[src/rtl/s_mem_arbiter.sv]
// s_mem_arbiter
// Round-robin owner selection for the shared single-port RC4 S memory.
// One engine owns the memory at a time. The owner's address, data and write
// enable reach the memory combinationally. Returning read data is tagged one
// cycle later through q_valid. An optional watchdog revokes an overlong grant.
module s_mem_arbiter #(
    parameter int NUM_REQ  = 4,
    parameter int ADDR_W   = 8,
    parameter int DATA_W   = 8,
    parameter int MAX_HOLD = 0
) (
    input  logic                      CLOCK_50,
    input  logic                      reset,
    input  logic [NUM_REQ-1:0]        req,
    input  logic [NUM_REQ*ADDR_W-1:0] addr_in,
    input  logic [NUM_REQ*DATA_W-1:0] data_in,
    input  logic [NUM_REQ-1:0]        wren_in,
    output logic [NUM_REQ-1:0]        grant,
    output logic                      busy,
    output logic [ADDR_W-1:0]         mem_address,
    output logic [DATA_W-1:0]         mem_data,
    output logic                      mem_wren,
    output logic [NUM_REQ-1:0]        q_valid,
    output logic                      timeout
);

    localparam int IDX_W  = (NUM_REQ > 1) ? $clog2(NUM_REQ) : 1;
    localparam int HOLD_W = $clog2(MAX_HOLD + 2);

    localparam logic [1:0] ST_IDLE  = 2'd0;
    localparam logic [1:0] ST_GRANT = 2'd1;
    localparam logic [1:0] ST_DRAIN = 2'd2;

    // Requester 0 wins the first contention because the search starts at last+1.
    localparam logic [IDX_W-1:0]  LAST_RST     = IDX_W'(NUM_REQ - 1);
    localparam logic [HOLD_W-1:0] HOLD_SAT     = {HOLD_W{1'b1}};
    localparam logic [HOLD_W-1:0] HOLD_LIMIT   = HOLD_W'((MAX_HOLD > 0) ? (MAX_HOLD - 1) : 0);

    logic [1:0]         state_r;
    logic [NUM_REQ-1:0] grant_r;
    logic [IDX_W-1:0]   last_r;
    logic [HOLD_W-1:0]  hold_cnt_r;
    logic [NUM_REQ-1:0] blocked_r;
    logic [NUM_REQ-1:0] q_valid_r;
    logic               timeout_r;

    logic [1:0]         state_n_s;
    logic [NUM_REQ-1:0] grant_n_s;
    logic [IDX_W-1:0]   last_n_s;
    logic [HOLD_W-1:0]  hold_n_s;
    logic [NUM_REQ-1:0] blocked_n_s;
    logic [NUM_REQ-1:0] q_valid_n_s;
    logic               timeout_n_s;

    logic [NUM_REQ-1:0] eligible_s;
    logic [IDX_W:0]     pick_s;
    logic               in_grant_s;

    // Cyclic search starting just after 'last'; MSB flags that a winner exists.
    function automatic logic [IDX_W:0] rr_pick(input logic [NUM_REQ-1:0] elig,
                                               input logic [IDX_W-1:0]   last);
        logic [IDX_W:0] result;
        int             idx;
        result = {(IDX_W + 1){1'b0}};
        // Walk from farthest to nearest so the nearest eligible entry wins.
        for (int k = NUM_REQ; k >= 1; k--) begin
            idx = (int'(last) + k) % NUM_REQ;
            if (elig[IDX_W'(idx)]) begin
                result = {1'b1, IDX_W'(idx)};
            end else begin
                result = result;
            end
        end
        return result;
    endfunction

    function automatic logic [NUM_REQ-1:0] onehot(input logic [IDX_W-1:0] idx);
        logic [NUM_REQ-1:0] v;
        v      = {NUM_REQ{1'b0}};
        v[idx] = 1'b1;
        return v;
    endfunction

    // Route the owner's slice to the memory; everything is zero outside GRANT.
    always_comb begin
        in_grant_s = (state_r == ST_GRANT);
        if (in_grant_s) begin
            mem_address = addr_in[last_r*ADDR_W +: ADDR_W];
            mem_data    = data_in[last_r*DATA_W +: DATA_W];
            mem_wren    = wren_in[last_r];
        end else begin
            mem_address = {ADDR_W{1'b0}};
            mem_data    = {DATA_W{1'b0}};
            mem_wren    = 1'b0;
        end
    end

    // Arbitration, hold watchdog and read tagging for the next cycle.
    always_comb begin
        eligible_s  = req & ~blocked_r;
        pick_s      = rr_pick(eligible_s, last_r);
        state_n_s   = state_r;
        grant_n_s   = grant_r;
        last_n_s    = last_r;
        hold_n_s    = hold_cnt_r;
        // A revoked requester becomes eligible again once it drops req.
        blocked_n_s = blocked_r & req;
        timeout_n_s = 1'b0;
        q_valid_n_s = grant_r & {NUM_REQ{in_grant_s & ~mem_wren}};
        case (state_r)
            ST_IDLE: begin
                if (pick_s[IDX_W]) begin
                    state_n_s = ST_GRANT;
                    grant_n_s = onehot(pick_s[IDX_W-1:0]);
                    last_n_s  = pick_s[IDX_W-1:0];
                    hold_n_s  = {HOLD_W{1'b0}};
                end else begin
                    grant_n_s = {NUM_REQ{1'b0}};
                end
            end
            ST_GRANT: begin
                if (hold_cnt_r != HOLD_SAT) begin
                    hold_n_s = hold_cnt_r + HOLD_W'(1);
                end else begin
                    hold_n_s = hold_cnt_r;
                end
                // A release on the watchdog edge is a normal release.
                if (!req[last_r]) begin
                    state_n_s = ST_DRAIN;
                    grant_n_s = {NUM_REQ{1'b0}};
                end else if ((MAX_HOLD != 0) && (hold_cnt_r == HOLD_LIMIT)) begin
                    state_n_s           = ST_DRAIN;
                    grant_n_s           = {NUM_REQ{1'b0}};
                    blocked_n_s[last_r] = 1'b1;
                    timeout_n_s         = 1'b1;
                end else begin
                    state_n_s = ST_GRANT;
                end
            end
            ST_DRAIN: begin
                state_n_s = ST_IDLE;
                grant_n_s = {NUM_REQ{1'b0}};
            end
            default: begin
                state_n_s = ST_IDLE;
                grant_n_s = {NUM_REQ{1'b0}};
            end
        endcase
    end

    // State and output registers; reset drops the grant (and so mem_wren) at once.
    always_ff @(posedge CLOCK_50 or posedge reset) begin
        if (reset) begin
            state_r    <= ST_IDLE;
            grant_r    <= {NUM_REQ{1'b0}};
            last_r     <= LAST_RST;
            hold_cnt_r <= {HOLD_W{1'b0}};
            blocked_r  <= {NUM_REQ{1'b0}};
            q_valid_r  <= {NUM_REQ{1'b0}};
            timeout_r  <= 1'b0;
        end else begin
            state_r    <= state_n_s;
            grant_r    <= grant_n_s;
            last_r     <= last_n_s;
            hold_cnt_r <= hold_n_s;
            blocked_r  <= blocked_n_s;
            q_valid_r  <= q_valid_n_s;
            timeout_r  <= timeout_n_s;
        end
    end

    assign grant   = grant_r;
    assign busy    = (state_r == ST_GRANT) || (state_r == ST_DRAIN);
    assign q_valid = q_valid_r;
    assign timeout = timeout_r;

endmodule

[config.mk]
export PLATFORM = sky130hd
export DESIGN_NAME = s_mem_arbiter
export DESIGN_NICKNAME = d
export VERILOG_FILES = /design/src/rtl/s_mem_arbiter.sv
export SDC_FILE = /design/constraint.sdc
export NUM_CORES = 1
export LEC_CHECK = 0
export BUFFER_PORTS_ARGS = -buffer_cell sky130_fd_sc_hd__buf_2
export CAP_MARGIN = 20
export CORE_MARGIN = 2
export CORE_UTILIZATION = 41
export DETAILED_ROUTE_END_ITERATION = 10
export HOLD_SLACK_MARGIN = 0.15
export PLACE_DENSITY = 0.81
export SYNTH_ARGS = -nofsm -noshare
export SYNTH_HDL_FRONTEND = slang
export SYNTH_SLANG_ARGS = --single-unit
export TNS_END_PERCENT = 10
[constraint.sdc]
create_clock -name CLOCK_50 -period 1.94 [get_ports CLOCK_50]
set_input_delay 0.097 -clock CLOCK_50 [delete_from_list [all_inputs] [get_ports CLOCK_50]]
set_output_delay 0.097 -clock CLOCK_50 [all_outputs]
set_load 0.02 [all_outputs]
# Word-level counts from Yosys, hierarchy flattened

Cells that the tools add are included.
Widths: inputs -> output; s select.

Register bits after elaboration: 16
Input port bits: 74

Add/sub/neg operators: 4
$lt $le $gt $ge: 7
Equal/unequal tests: 4
Shift-type cells: 2
Muxes and demuxes: 31
Bitwise gates (word level): 6
Reduce and logical (&&, ||, !) cells: 4

Operators by type and width:

| kind                | number |
|---|---|
| $shiftx 32x6->8     | 2 |
| $lt 2x4->1 const B  | 4 |
| $mux 8              | 2 |
| $and 4x4->4         | 3 |
| $bmux 1 s2          | 6 |
| $mux 1              | 12 |
| $mux 3              | 4 |
| $mux 4              | 2 |
| $pmux 4 s2          | 1 |
| $lt 2x3->1 const B  | 2 |
| $add 2x1->2 const B | 2 |
| $add 2x2->2 const B | 2 |
| $mux 2              | 2 |
| $ne 2x2->1 const B  | 2 |
| $not 4->4           | 1 |
| $pmux 2 s2          | 1 |
| $demux 1 s2         | 1 |
| $eq 2x1->1 const B  | 1 |
| $eq 2x2->1 const B  | 1 |
| $ge 2x1->1 const B  | 1 |
| $logic_not 2->1     | 1 |
| $reduce_and 2->1    | 1 |
| $and 1x1->1         | 1 |
| $logic_and 1x1->1   | 1 |
| other kinds (2)     | 2 |

# Depth between registers and ports, before layout

Depth in word-level cells: 15
Mapped depth: 6
Depth with buffers taken out: 5

# Worst setup path after synthesis

No wires, ideal clock.

Path kind: flip-flop to output port
From: register last_r[0]
To: output mem_address[0]
Data arrival time: 1.565 ns
Data required time: 1.843 ns
Path slack: 0.278 ns
Cell stages (with the launch flop): 5
Path through: dfstp_2 -> buf_6 -> buf_12 -> mux4_1 -> and2_1

Cells in the longest elaborated chain, start to end: 2

RTL lines:

| what                   | line | RTL |
|---|---|---|
| from (decl)            | 41   | `logic [IDX_W-1:0] last_r;` |
| from (signal assigned) | 164  | `last_r <= last_n_s;` |
| $shiftx 32x6->8        | 88   | `mem_address = addr_in[last_r*ADDR_W +: ADDR_W];` |
| $mux 8                 | 87   | `if (in_grant_s) begin` |
| to (decl)              | 20   | `output logic [ADDR_W-1:0] mem_address,` |

Every way passes these cells.

# Worst setup path in the final report

From: register last_r[0]
To: output mem_data[1]

Cells in the longest elaborated chain, start to end: 2

RTL lines:

| what            | line | RTL |
|---|---|---|
| $shiftx 32x6->8 | 89   | `mem_data = data_in[last_r*DATA_W +: DATA_W];` |
| $mux 8          | 87   |  |
| to (decl)       | 21   | `output logic [DATA_W-1:0] mem_data,` |

Every way passes these cells.

==> impl_table.tex <==
\begin{tabular}{lr}
\hline
Metric & Value \\
\hline
\multicolumn{2}{l}{\textbf{Outcome}} \\
\quad Outcome & complete, but fails checks \\
\quad Violated checks & setup timing \\
\multicolumn{2}{l}{\textbf{Setup path}} \\
\quad Cell type with the highest occurrence count on the critical path & sky130\_fd\_sc\_hd\_\_buf\_6 \\
\quad Crit Path Category & reg -> out \\
\quad Depth of the most critical reg-to-reg path & 6 \\
\quad Worst R2R Start & last\_r[0] \\
\quad Largest fanout of any net on the critical path & 5 \\
\quad Count of buffer and inverter cells on the critical path & 3 \\
\quad Kind of capture point of the worst setup path & output port \\
\quad Worst Path Arrival & slightly below 2 ns \\
\quad Startpoint Class & flop \\
\quad Worst setup path startpoint & last\_r[0] \\
\quad Reg-to-reg setup timing slack & -0.01 ns \\
\quad Worst path slowest cell & sky130\_fd\_sc\_hd\_\_dfstp\_2 \\
\quad Cells along the critical path & buf\_6 -> buf\_12 -> mux4\_2 -> and2\_4 -> buf\_6 \\
\quad Reg-to-reg critical path endpoint & grant[2] \\
\quad Required time at the worst-slack endpoint & 1.84 ns \\
\quad Category of cells accounting for the largest share of critical-path delay & flip-flops \\
\quad Delay of the slowest critical-path stage & 0.59 ns \\
\multicolumn{2}{l}{\textbf{Detailed routing}} \\
\quad Post-route ant nets & 0 \\
\quad Total number of vias & approximately 1400 \\
\quad DR vias/cell & 5.14 \\
\quad Average routed wire per standard cell & between 15 and 20 um \\
\quad Violation count after the first detailed-routing iteration & 65 \\
\quad Total detailed-routing wirelength & 4.34 mm \\
\quad Remaining routing DRC violations & 0 \\
\quad DR pass1 iterations & 4 \\
\multicolumn{2}{l}{\textbf{STA}} \\
\quad Fin Clk Skew & 0.00825 ns \\
\quad Tmin final & 2.03 ns \\
\quad Final setup violation count & 14 \\
\quad Final max-slew violation count & 0 \\
\quad Final worst slack & -0.0863 ns \\
\quad Headroom to the max-slew limit & about three fifths \\
\quad RSZ-0062 raised after global routing & yes \\
\quad Worst-margin pin slew & 0.618 ns \\
\quad Total count of hold-check failures in the final report & 0 \\
\quad Share of the clock period used by the worst path after layout & 104\% \\
\quad Highest clock rate & a little under 500 MHz \\
\multicolumn{2}{l}{\textbf{Layout}} \\
\quad Combined area of the multi-input logic cells & 905 sq um \\
\quad Inserted Diodes & 0 \\
\quad Post-layout instance count excluding filler cells & 270 \\
\quad Synth-to-layout area growth & 56.1\% \\
\quad Fraction of final layout cells sized beyond drive strength 1 & 67.4\% \\
\quad Fill cells & between 200 and 300 \\
\quad Nets@finish & 301 \\
\quad Sequential cell area in the final layout & between 400 and 500 sq um \\
\multicolumn{2}{l}{\textbf{Yosys}} \\
\quad Post-synth design cell area & 1400 sq um \\
\quad Post-synthesis cell type count & 35 \\
\quad Number of instances in the synthesized netlist & 113 \\
\quad Synth Area per Inst & between 10 and 15 sq um \\
\quad Cell taking the most area after synthesis & sky130\_fd\_sc\_hd\_\_mux4\_1 \\
\quad Synthesized flop and latch total & 16 \\
\quad YS warnings & 0 \\
\quad Sequential-to-total area share from yosys stat & roughly 29\% \\
\quad Cell types occupying the most area after synthesis & sky130\_fd\_sc\_hd\_\_mux4\_1 (30\%), sky130\_fd\_sc\_hd\_\_dfrtp\_1 (25\%), sky130\_fd\_sc\_hd\_\_and2\_1 (11\%) \\
\quad Number of enable-type register cells in the synthesized netlist & 0 \\
\quad Area fraction of the dominant cell type after synthesis & 29.9\% \\
\quad Proportion of synthesized flip-flops having asynchronous set or reset & between 90\% and 100\% \\
\quad Flip-flop cell with the highest count after synthesis & sky130\_fd\_sc\_hd\_\_dfrtp\_1 \\
\quad Post-synthesis net count & 189 \\
\multicolumn{2}{l}{\textbf{Floorplanning}} \\
\quad Effective utilization at floorplan & between 40\% and 50\% \\
\quad Number of rows created at floorplan & 21 \\
\quad Core area & 3310 sq um \\
\quad Die Y-Extent & 62.5 um \\
\quad Die boundary width & $\sim$63 um \\
\quad Total I/O pin count & 101 \\
\quad Die area & 3910 sq um \\
\multicolumn{2}{l}{\textbf{Power}} \\
\quad Net switching power of the design & 1.25 mW \\
\quad Sequential cell fraction of total power & 18.1\% \\
\quad Clock power share & 7.0\% \\
\quad Final Total Pwr & 3.11 mW \\
\quad VDD IR-drop max & 0.678 mV \\
\quad Combinational share of power & 75.0\% \\
\quad Leakage component of the power & 1.11 nW \\
\quad Internal power summed over all cells & 1.86 mW \\
\quad Switching Share & about two fifths \\
\quad PwrDens & 1420 nW/um\^{}2 \\
\multicolumn{2}{l}{\textbf{Place}} \\
\quad Dpl ws & 0.127 ns \\
\quad Placed cells & 254 \\
\quad Port Buffers & 99 \\
\quad Routability congestion estimate & between 0.8 and 0.9 \\
\multicolumn{2}{l}{\textbf{Min path}} \\
\quad Hold/Removal Path Class & in -> reg \\
\quad Hold path startpoint & wren\_in[2] \\
\quad Number of cells on the worst hold path & 4 \\
\quad Hold worst-path end & q\_valid[1] \\
\multicolumn{2}{l}{\textbf{CTS}} \\
\quad Cell at the root of the clock tree & sky130\_fd\_sc\_hd\_\_clkbuf\_4 \\
\quad CTS clk-pin slew, worst paths & 0.08 ns \\
\quad Latest clock arrival within the worst-skew pair & 0.29 ns \\
\quad Number of buffers created by CTS & 3 \\
\quad CTS tree & built \\
\quad Sink count of the clock tree & 16 \\
\quad Number of buffers between clock root and the deepest sink & 2 \\
\quad Number of H-tree levels & 1 \\
\multicolumn{2}{l}{\textbf{Global route}} \\
\quad GR Util All Layers & 22.0\% \\
\quad Total congestion overflow after global routing & 0 \\
\quad Pin count of the biggest net entering global routing & 21 \\
\quad First-pass GRT wire length & 6.69 mm \\
\quad Number of antenna violations at the first check in global routing & 0 \\
\quad Via count of the first global-routing pass & 1353 \\
\multicolumn{2}{l}{\textbf{Run}} \\
\quad Number of max-cap violations & 0 \\
\hline
\end{tabular}
[power groups by stage]
stage	clock network [mW]	registers (mW)	logic [mW]
floorplan	0	0.544	1.27
global route	0.241	0.574	2.49
detailed placement	0	0.559	1.70
global placement	0	0.556	1.68
CTS	0.224	0.556	2.27
finish	0.217	0.562	2.33
[cell usage after synthesis (2+ instances only)]
library cell	number
sky130_fd_sc_hd__and2_1	25
sky130_fd_sc_hd__mux4_1	16
sky130_fd_sc_hd__dfrtp_1	14
sky130_fd_sc_hd__nand2_1	7
sky130_fd_sc_hd__inv_1	5
sky130_fd_sc_hd__nand2b_1	4
sky130_fd_sc_hd__o31ai_1	4
sky130_fd_sc_hd__nor2b_1	3
sky130_fd_sc_hd__a21oi_1	2
sky130_fd_sc_hd__buf_2	2
sky130_fd_sc_hd__buf_6	2
sky130_fd_sc_hd__clkbuf_1	2
sky130_fd_sc_hd__dfstp_2	2
sky130_fd_sc_hd__ha_1	2
sky130_fd_sc_hd__mux2_2	2
sky130_fd_sc_hd__mux4_2	2
[timing repair]
item,in CTS,in global routing
resized for setup,56,11
setup buffers,7,0
hold buffers,5,0
gates cloned,1,0
setup endpoints to repair,14,23
hold endpoints to repair,18,0
pin swaps,2,0
[flip-flops by register name (all words and copies together) (netlist names)]
register   count
blocked_r      4
grant          4
q_valid        4
last_r         2
state_r        2
[layer usage]
layer	GRT usage (%)	up-vias	routed length (um)
met5	0	-	0
met4	3.89	0	42
met3	6.31	6	388
met2	37.9	72	2250
met1	27.9	673	1660
li1	-	638	-
[worst reg2reg max path: cells and delay by family, from the launching register on]
family	cells	cell delay (ns)
simple gates	1	0.22
buf+inv	3	0.33
mux	1	0.51
flops	1	0.59
compound gates	1	0.23
[final cells by class]
type	count	share of cell area, %
multi-input cells	84	41.3
repair buffers	115	35.0
flip-flops and latches	16	18.6
well taps	46	2.63
clock buffers	4	1.66
inverters	5	0.856
[cells by family (layout without fill, tap and decap cells)]
family | after synthesis | after routing | share of synthesized area, %
compound gates | 15 | 15 | 8.38
flops | 16 | 16 | 28.7
buf+inv | 13 | 124 | 6.15
fa+ha+maj | 2 | 2 | 1.78
other cells | 1 | 1 | 0.267
simple gates | 46 | 46 | 20.0
mux | 20 | 20 | 34.8
[stage by stage]
| step | TNS [ns] | util, % | hold slack, ns | cell area, sq um |
|---|---|---|---|---|
| finish | -0.599 | 66.2 | 0.381 | 2190 |
| global route | -2.19 | 66.2 | 0.382 | 2190 |
| CTS | -0.847 | 65.4 | 0.379 | 2170 |
| detailed placement | 0 | 58.4 | 0.197 | 1930 |
| global placement | 0 | 58.4 | 0.185 | 1930 |
| floorplan | 0 | - | 0.00931 | 1400 |
[placed cells by master (no fill, tap or decap), drive strengths merged, types with 2 or more instances in the layout]
cell type	instances
o31ai	4
ha	2
a21boi	2
nand2b	4
dfstp	2
nand2	7
dlygate4sd3	5
inv	5
and2	26
clkbuf	4
mux2	2
a21oi	2
nor2b	3
buf	110
dfrtp	14
mux4	18
[how the worst max path moves through the flow]
stage,to,depth (start not counted)
after global placement,state_r[0],4
after CTS,mem_data[3],5
after floorplan,mem_address[0],4
after detailed placement,state_r[0],4
after global routing,mem_data[1],5
final,mem_data[1],5
No activity file was read; power rests on OpenSTA's default activity.
